$ cat src/rtl/mac_seq_ctrl.sv
// mac_seq_ctrl: streams k_len operand pairs from two sources into an external MAC and captures its sum.
// Define MAC_SEQ_PERF_EN to add the stall_cnt performance counter output.
module mac_seq_ctrl #(
    parameter int DATA_WIDTH = 32,
    parameter int K_WIDTH    = 8,
    parameter int FIN_HOLD   = 3
) (
    input  logic                  clk,
    input  logic                  rst,
    input  logic                  start,
    input  logic [K_WIDTH-1:0]    k_len,
    input  logic                  a_valid,
    input  logic                  b_valid,
    input  logic [DATA_WIDTH-1:0] a_data,
    input  logic [DATA_WIDTH-1:0] b_data,
    output logic                  a_pop,
    output logic                  b_pop,
    output logic [DATA_WIDTH-1:0] mac_a,
    output logic [DATA_WIDTH-1:0] mac_b,
    output logic                  mac_a_waiting,
    output logic                  mac_b_waiting,
    output logic                  mac_a_finished,
    output logic                  mac_b_finished,
    input  logic                  mac_a_ready,
    input  logic                  mac_b_ready,
    input  logic [DATA_WIDTH-1:0] mac_c,
    output logic                  busy,
    output logic                  done,
    output logic [DATA_WIDTH-1:0] c_result
`ifdef MAC_SEQ_PERF_EN
    ,
    output logic [15:0]           stall_cnt
`endif
);

    localparam int HOLD_W = (FIN_HOLD > 1) ? $clog2(FIN_HOLD) : 1;
    localparam logic [HOLD_W-1:0] HOLD_LAST = HOLD_W'(FIN_HOLD - 1);

    typedef enum logic [2:0] {IDLE, FEED, ISSUE, FINISH, DONE} state_t;

    state_t              state_reg;
    logic [K_WIDTH-1:0]  count_reg;
    logic [HOLD_W-1:0]   hold_reg;
    logic                feed_fire;
    logic                issue_fire;
    logic                last_pair;

    assign feed_fire  = (state_reg == FEED) && a_valid && b_valid && mac_a_ready && mac_b_ready;
    // The MAC acknowledges operands by dropping both readies while we are waiting.
    assign issue_fire = (state_reg == ISSUE) && !mac_a_ready && !mac_b_ready;
    assign last_pair  = (count_reg == K_WIDTH'(1)) || (count_reg == '0);
    assign a_pop      = issue_fire;
    assign b_pop      = issue_fire;

    always_ff @(posedge clk or negedge rst) begin
        if (!rst) begin
            state_reg      <= IDLE;
            count_reg      <= '0;
            hold_reg       <= '0;
            mac_a          <= '0;
            mac_b          <= '0;
            mac_a_waiting  <= 1'b0;
            mac_b_waiting  <= 1'b0;
            mac_a_finished <= 1'b0;
            mac_b_finished <= 1'b0;
            busy           <= 1'b0;
            done           <= 1'b0;
            c_result       <= '0;
        end else begin
            case (state_reg)
                IDLE: begin
                    if (start) begin
                        count_reg <= k_len;
                        hold_reg  <= '0;
                        busy      <= 1'b1;
                        if (k_len != '0) begin
                            state_reg <= FEED;
                        end else begin
                            state_reg      <= FINISH;
                            mac_a_finished <= 1'b1;
                            mac_b_finished <= 1'b1;
                        end
                    end
                end
                FEED: begin
                    if (feed_fire) begin
                        mac_a         <= a_data;
                        mac_b         <= b_data;
                        mac_a_waiting <= 1'b1;
                        mac_b_waiting <= 1'b1;
                        state_reg     <= ISSUE;
                    end
                end
                ISSUE: begin
                    if (issue_fire) begin
                        mac_a_waiting <= 1'b0;
                        mac_b_waiting <= 1'b0;
                        if (count_reg != '0) begin
                            count_reg <= count_reg - K_WIDTH'(1);
                        end
                        if (last_pair) begin
                            state_reg      <= FINISH;
                            hold_reg       <= '0;
                            mac_a_finished <= 1'b1;
                            mac_b_finished <= 1'b1;
                        end else begin
                            state_reg <= FEED;
                        end
                    end
                end
                FINISH: begin
                    if (hold_reg == HOLD_LAST) begin
                        mac_a_finished <= 1'b0;
                        mac_b_finished <= 1'b0;
                        c_result       <= mac_c;
                        done           <= 1'b1;
                        state_reg      <= DONE;
                    end else begin
                        hold_reg <= hold_reg + HOLD_W'(1);
                    end
                end
                DONE: begin
                    done      <= 1'b0;
                    busy      <= 1'b0;
                    state_reg <= IDLE;
                end
                default: state_reg <= IDLE;
            endcase
        end
    end

`ifdef MAC_SEQ_PERF_EN
    logic stall_now;

    assign stall_now = ((state_reg == FEED) && !feed_fire) || ((state_reg == ISSUE) && !issue_fire);

    always_ff @(posedge clk or negedge rst) begin
        if (!rst) begin
            stall_cnt <= '0;
        end else if ((state_reg == IDLE) && start) begin
            stall_cnt <= '0;
        end else if (stall_now && (stall_cnt != 16'hFFFF)) begin
            stall_cnt <= stall_cnt + 16'd1;
        end
    end
`endif

endmodule

$ cat config.mk
export PLATFORM = sky130hd
export DESIGN_NAME = mac_seq_ctrl
export DESIGN_NICKNAME = d
export VERILOG_FILES = /design/src/rtl/mac_seq_ctrl.sv
export SDC_FILE = /design/constraint.sdc
export NUM_CORES = 1
export LEC_CHECK = 0
export CAP_MARGIN = 20
export CORE_ASPECT_RATIO = 2
export CORE_UTILIZATION = 25
export CTS_BUF_LIST = sky130_fd_sc_hd__clkbuf_16
export DETAILED_ROUTE_END_ITERATION = 6
export SLEW_MARGIN = 20
export SYNTH_ARGS = -nofsm -noshare
export SYNTH_HDL_FRONTEND = slang
export SYNTH_SLANG_ARGS = --single-unit
$ cat constraint.sdc
create_clock -name clk -period 1.9 [get_ports clk]
set_clock_uncertainty 0.05 [all_clocks]
set_input_delay 0.19 -clock clk [delete_from_list [all_inputs] [get_ports clk]]
set_output_delay 0.19 -clock clk [all_outputs]
set_load 0.02 [all_outputs]
==> Word level (Yosys, flattened, before mapping) <==
Index checks and enable logic that the tools add are counted.
{ "classes": {"n_addsub": 2, "eq_ne": 14, "mux": 29, "reduce_logical": 27} }
{ "op_table": {"columns": ["operator", "n"], "rows": [
  ["$mux W8", 3],
  ["$pmux W8 S2", 1],
  ["$reduce_bool A8 Y1", 2],
  ["$ne A2 B2 Y1 const B", 7],
  ["$mux W2", 6],
  ["$mux W3", 4],
  ["$pmux W3 S4", 1],
  ["$mux W1", 9],
  ["$eq A8 B1 Y1 const B", 1],
  ["$logic_not A8 Y1", 1],
  ["$reduce_and A2 Y1", 4],
  ["$reduce_and A4 Y1", 2],
  ["$reduce_bool A2 Y1", 4],
  ["$sub A8 B1 Y8 const B", 1],
  ["$eq A3 B2 Y1 const B", 2],
  ["$logic_and A1 B1 Y1", 6],
  ["$pmux W1 S2", 3],
  ["$pmux W2 S3", 1],
  ["$reduce_and A6 Y1", 1],
  ["$reduce_and A5 Y1", 1],
  ["$eq A3 B1 Y1 const B", 1],
  ["$eq A3 B3 Y1 const B", 1],
  ["$logic_not A3 Y1", 1],
  ["$pmux W1 S3", 1],
  ["other kinds (7)", 8]
]} }
{ "word_totals": {"regBits": 113, "in_bits": 111, "output_inout_bits": 104, "word_cells": 82} }

==> Depth between registers and ports, before layout <==
Gate-level depths: netlist of the first run.
{ "depth": {"word_depth": 7, "depth_mapped": 7, "depth_no_buf": 6} }

==> Least setup slack after synthesis of the first run <==
Ideal clock, no wire load.
{ "synth_path": {"path_type": "reg2out", "from": "reg state_reg[0]", "to": "out b_pop", "arrival_time_ps": 2266, "required_time_ps": 1660, "setup_slack_ps": -606, "path_stages_with_launch": 7, "path_buffers": 4, "cell_sequence": "dfrtp_1 > clkbuf_1 > or3b_2 > clkbuf_1 > buf_1 > nor3_1 > buf_4"} }
{ "synth_via": {"elab_chain_len": 3} }
{ "synth_lines": {"columns": ["item", "line", "source"], "rows": [
  ["from (decl)", "41", "state_t state_reg;"],
  ["from (signal assigned)", "57", "state_reg <= IDLE;"],
  ["from (signal assigned)", "77", "state_reg <= FEED;"],
  ["from (signal assigned)", "79", "state_reg <= FINISH;"],
  ["$eq A3 B2 Y1", "50", "assign issue_fire = (state_reg == ISSUE) && !mac_a_ready && !mac_b_ready;"],
  ["$logic_and A1 B1 Y1 (2 in series)", "50", null],
  ["to (decl)", "17", "output logic b_pop,"]
]} }
Every way passes these cells.

==> Worst setup path after layout of the first run <==
{ "layout_path": {"from": "reg count_reg[5]", "to": "reg count_reg[1]"} }
{ "layout_via": {"elab_chain_len": 3} }
{ "layout_lines": {"columns": ["item", "line", "source"], "rows": [
  ["from (decl)", "42", "logic [K_WIDTH-1:0] count_reg;"],
  ["from (signal assigned)", "73", "count_reg <= k_len;"],
  ["from (signal assigned)", "99", "count_reg <= count_reg - K_WIDTH'(1);"],
  ["$reduce_bool A8 Y1", "98", "if (count_reg != '0) begin"],
  ["$ne A2 B1 Y1 (no source line)", null, null],
  ["$reduce_and A4 Y1 (no source line)", null, null]
]} }
Every way passes these cells.
A chain may end at the register's enable or synchronous reset.

==> results of run 1 <==
power groups by stage:
stage | clock network (W) | logic [W] | registers [W]
after global routing | 0.00333 | 0.00653 | 0.00442
after CTS | 0.00324 | 0.00613 | 0.00426
after floorplan | 0 | 0.00165 | 0.00551
final | 0.00315 | 0.00616 | 0.00425
after detailed placement | 0 | 0.00608 | 0.00429
after global placement | 0 | 0.00598 | 0.00422
how the worst max path moves through the flow:
stage,slack [ns],end
after floorplan,-0.15,count_reg[1]$_DFFE_PN0P_
final,-0.07,count_reg[1]$_DFFE_PN0P_
after global routing,-0.11,count_reg[1]$_DFFE_PN0P_
after CTS,-0.05,count_reg[1]$_DFFE_PN0P_
after global placement,-0.07,a_pop
after detailed placement,-0.09,mac_a[10]$_DFFE_PN0P_
kinds of logic (layout without fill, tap and decap cells):
| group | after synthesis | count (layout) |
|---|---|---|
| AND/OR/NAND/NOR | 147 | 147 |
| adder cells (fa/ha/maj) | 4 | 4 |
| AO/OA/AOI/OAI | 38 | 38 |
| buffers and inverters | 29 | 296 |
| multiplexers | 68 | 68 |
| flip-flops | 113 | 113 |
synth_stat cells (all sizes together) (3+ instances only):
library cell,n
nand3,4
nor3,5
nand3b,3
ha,4
mux2,68
nand2,104
buf,12
nor2,10
clkbuf,11
o21ai,17
nor4,7
nand2b,3
dfrtp,113
o2bb2ai,3
a21oi,10
inv,6
through the flow:
step	area [um^2]	power, W
4_1_cts	7970	0.0136
6_report	8030	0.0136
5_1_grt	8030	0.0143
2_1_floorplan	4710	0.00716
3_3_place_gp	7380	0.0102
3_5_place_dp	7380	0.0104
per-layer routing:
metal  wire length [um]  up-vias  track usage
met5                  0        -            0
met4                512        0       0.0813
met3                767       31       0.0372
met2               8210      174        0.300
met1               4820     1941        0.147
li1                   -     1866            -
timing repair:
action | CTS | global route
hold buffers | 1 | 0
resized for setup | 12 | 5
pin swaps | 1 | 1
hold endpoints to repair | 113 | 0
setup endpoints to repair | 11 | 38
buffers inserted | 1 | 4
worst max-delay path, stage by stage (launching register included):
cell      delay (ns)
dfrtp_1         0.41
or4_4           0.55
or4_4           0.46
nand2b_4        0.10
mux2_4          0.29
area by class of cell:
class | instances | area [um^2]
clock buffer | 17 | 425
fill | 1736 | 10300
timing repair buffer | 259 | 2590
inverter | 6 | 22.5
multi-input combinational | 257 | 1740
tap | 216 | 270
sequential | 113 | 2830
clock inverter | 14 | 149
layout by cell type (no fill, tap or decap), types with 3 or more instances in the layout:
master | Yosys | final
a21oi_1 | 10 | 10
buf_12 | 0 | 9
buf_4 | 3 | 36
bufinv_16 | 0 | 3
clkbuf_16 | 0 | 17
clkdlybuf4s50_1 | 0 | 211
clkinv_1 | 0 | 3
clkinv_2 | 0 | 4
dfrtp_1 | 113 | 113
ha_1 | 4 | 4
inv_1 | 5 | 6
mux2_2 | 67 | 67
nand2_1 | 104 | 104
nand3_1 | 4 | 4
nand3b_1 | 3 | 3
nor2_1 | 10 | 10
nor3_1 | 5 | 3
nor4_1 | 7 | 5
o21ai_0 | 16 | 16
==> flow_summary.yaml, run 1 <==
outcome:
  outcome: "finished, violations left"
  violations: "negative setup slack"
global_routing:
  track_usage: 0.155
  grt_pass1_wl_um: 22700
  grt_max_degree: 57
  antenna_found_initial: 0
  grt_remaining_overflow: 0
  grt_pass1_vias: 4417
place:
  place_ws_ns: -0.0864
  placed_cells: 845
  io_buffers: 214
  gp_congestion: 0.868
  dp_hpwl_um: 10800
timing:
  hold_slack_ns: 0.155
  rsz0062_at_grt: "true"
  maxSlewViolCount: 0
  slew_headroom: 0.610
  fmax_ghz: 0.509
  tns_ns: -0.279
  setup_slack_ns: -0.0659
  period_share: 1.03
  final_hold_viol_count: 0
  worst_pin_slew_ns: 0.583
  min_period_ns: 1.97
  finalSetupViolCount: 8
layout:
  reg.largest.list: "c_result x32, mac_a x32, mac_b x32"
  fin_nets: 769
  diodes: 0
  utilization: 0.439
  fin_cells: 882
  area_growth_pct: 72.2
  final_layout_size_suffix_gt1_frac: 0.231
synth:
  synthMuxAreaShare: 0.165
  synth_top_family_by_area: "multiplexers"
  synth.largest_area_cell: "dfrtp_1"
  synthCells: 399
  syn-num-nets: 514
  async_reset_ff_frac: 1.00
  ys_seq_area_frac: 0.606
  yosysWarnings: 0
  synth.top_cell.area_share: 0.606
  ys.flop_type: "dfrtp_1"
  synthXorXnorAreaFrac: 0
  avgSynthCellArea_um2: 11.7
  synth_top_cells_by_area: "dfrtp_1, mux2_2, nand2_1"
  ys_types: 38
  synthSimpleGateAreaFrac: 0.139
  synth-adder-area-share: 0.0107
  syn_area_um2: 4660
  synth_edf_count: 0
  synth-compound-area-share: 0.0486
  synth_seq_cells: 113
worst_setup_path:
  start_kind: "flop"
  critPathMaxFanout: 4
  worst-setup-path-type: "flop to flop"
  required_ns: 2.15
  critPathLaunch: "count_reg[5]$_DFFE_PN0P_"
  endpoint_kind: "flop"
  rr_endpoint: "count_reg[1]$_DFFE_PN0P_"
  rr_startpoint: "count_reg[5]$_DFFE_PN0P_"
  ff2ff_path_depth: 4
  reg2reg_slack_ns: -0.07
  arrival_ns: 2.21
floorplanning:
  core_area_um2: 18300
  initial_core_util: 0.255
  fp-row-count: 70
  pin_count: 215
  die-height_um: 195
  die_w_um: 98.6
  die_area_um2: 19200
clock_tree:
  cts_made_buffers: 17
  cts.clk_slew.worst_paths_ns: 0.06
  clk_latency_ns: 0.41
  tritoncts: "yes"
  htreeDepth: 4
  cts.sinks: 113
  ctsRootBufferMaster: "clkbuf_16"
  clockBufferDepth: 2
power:
  combPwrFrac: 0.454
  p_leak_nw: 3.47
  vdd_drop_max_mv: 0.860
  p_clk_frac: 0.232
  internal-power_w: 0.00880
  sw_frac_of_total: 0.351
  powerDensity_nw_per_um2: 1690
  seqPwrFrac: 0.313
  p_switching_w: 0.00476
routing:
  ant_nets: 0
  drt-total-wl_um: 14300
  wire_per_inst_um: 16.2
  drt_iter0_drc: 95
  viasPerCell: 4.55
  drcViolationCount: 0
  vias: 4012
  dr.pass1.iters: 4
job:
  maxCapViolCount: 0
min_path:
  holdCritPathClass: "input pin to async pin"
(Power assumes the default switching activity.)
==> run 2, diff against run 1 <==
--- a/config.mk
+++ b/config.mk
@@ -14,3 +14,4 @@
 export SYNTH_ARGS = -nofsm -noshare
 export SYNTH_HDL_FRONTEND = slang
 export SYNTH_SLANG_ARGS = --single-unit
+export TNS_END_PERCENT = 5
==> run 2 against run 1 <==
- the run still ends with negative setup slack left
- sequential cell count stayed put
- setup slack better by 0.025 ns
- global-route usage shrank 0.33 points
- wire length down 4.1%
- critical path depth unchanged
- highest routed layer unchanged
==> flow_summary.yaml, run 2 (same netlist as run 1, synthesis figures left out) <==
outcome:
  outcome: "finished, violations left"
  violations: "negative setup slack"
global_routing:
  track_usage: 0.152
  grt_pass1_wl_um: 22300
  grt_pass1_vias: 4438
  grt_remaining_overflow: 0
  antenna_found_initial: 0
  grt_max_degree: 53
layout:
  final_layout_size_suffix_gt1_frac: 0.216
  fin_nets: 763
  area_growth_pct: 70.2
  final_common_cell: "clkdlybuf4s50_1"
  final_cell_mix: "clkdlybuf4s50_1, dfrtp_1, nand2_1"
  fin_cells: 877
  reg.largest.list: "c_result x32, mac_a x32, mac_b x32"
  diodes: 0
  utilization: 0.433
timing:
  setup_slack_ns: -0.0412
  worst_pin_slew_ns: 0.597
  slew_headroom: 0.601
  rsz0062_at_grt: "true"
  min_period_ns: 1.94
  tns_ns: -0.0426
  finalSetupViolCount: 3
  period_share: 1.02
  final_hold_viol_count: 0
  maxSlewViolCount: 0
  fmax_ghz: 0.515
job:
  maxCapViolCount: 0
floorplanning:
  die_w_um: 98.6
  initial_core_util: 0.255
  fp-row-count: 70
  pin_count: 215
  core_area_um2: 18300
  die-height_um: 195
  die_area_um2: 19200
worst_setup_path:
  arrival_ns: 2.18
  critPathMaxFanout: 3
  start_kind: "flop"
  endpoint_kind: "flop"
  worst-setup-path-type: "flop to flop"
  required_ns: 2.14
place:
  gp_congestion: 0.835
  placed_cells: 842
  dp_hpwl_um: 10500
  place_ws_ns: -0.0770
  io_buffers: 214
power:
  vdd_drop_max_mv: 0.909
  total_power_w: 0.0137
  p_leak_nw: 3.45
  powerDensity_nw_per_um2: 1720
routing:
  wire_per_inst_um: 15.7
  drcViolationCount: 0
  viasPerCell: 4.51
  ant_nets: 0
  drt-total-wl_um: 13700
  dr.pass1.iters: 4
  vias: 3953
  drt_iter0_drc: 115
clock_tree:
  ctsRootBufferMaster: "clkbuf_16"
  cts_made_buffers: 17
  clockBufferDepth: 2
  cts.clk_slew.worst_paths_ns: 0.05
  clk_latency_ns: 0.40
  cts.sinks: 113
  tritoncts: "yes"
  htreeDepth: 4
min_path:
  holdCritPathClass: "input pin to async pin"
## run 2: cell count changes in the layout (fill, tap and decap cells not counted), sizes merged
| cell | before | now |
|---|---|---|
| buf | 47 | 41 |
| bufinv | 3 | 5 |
| clkinv | 8 | 4 |
| inv | 7 | 10 |
## run 2: routing by layer
layer | global-route usage | up-vias | share of wire
met2 | 0.287 | 142 | 0.57
met3 | 0.0451 | 34 | 0.054
li1 | - | 1857 | -
met5 | 0 | - | 0
met4 | 0.0896 | 0 | 0.043
met1 | 0.140 | 1920 | 0.33
## run 2: cell type report
class	instances	area, um^2
multi-input combinational	257	1720
tap	216	270
timing repair buffer	253	2470
sequential	113	2830
inverter	6	22.5
clock buffer	17	425
fill	1719	10400
clock inverter	15	201
## run 2: per-stage QoR
step | hold WS (ns) | instance area (um^2)
global route | 0.251 | 7940
CTS | 0.232 | 7930
detailed placement | 0.124 | 7280
finish | 0.232 | 7940
global placement | 0.121 | 7280
floorplan | -0.156 | 4710
## run 2: report_power, final
group	internal [W]	switching (W)	leakage, nW
clock network	0.00229	0.00109	0.313
registers	0.00357	0.000667	1.34
logic	0.00314	0.00291	1.79
## run 2: worst paths after layout
kind	startpoint	endpoint	slack (ns)	cells after the start
max	count_reg[5]$_DFFE_PN0P_	count_reg[1]$_DFFE_PN0P_	-0.04	4
min	rst	count_reg[6]$_DFFE_PN0P_	0.23	2
max reg2reg	count_reg[5]$_DFFE_PN0P_	count_reg[1]$_DFFE_PN0P_	-0.04	4
min in group clk	mac_c[11]	c_result[11]$_DFFE_PN0P_	0.26	3
min reg2reg	c_result[21]$_DFFE_PN0P_	c_result[21]$_DFFE_PN0P_	0.42	2
max in group asynchronous	rst	mac_b[8]$_DFFE_PN0P_	0.93	3
## run 2: worst max-delay path, stage by stage (launching register included)
cell	delay [ns]
dfrtp_1	0.39
or4_4	0.54
or4_4	0.45
nand2b_4	0.10
mux2_4	0.29
## run 2: what timing repair did
action,in CTS,in global routing
pin swaps,1,1
hold buffers,1,0
hold endpoints to repair,30,0
setup buffers,1,1
setup endpoints to repair,11,12
resized for setup,11,2
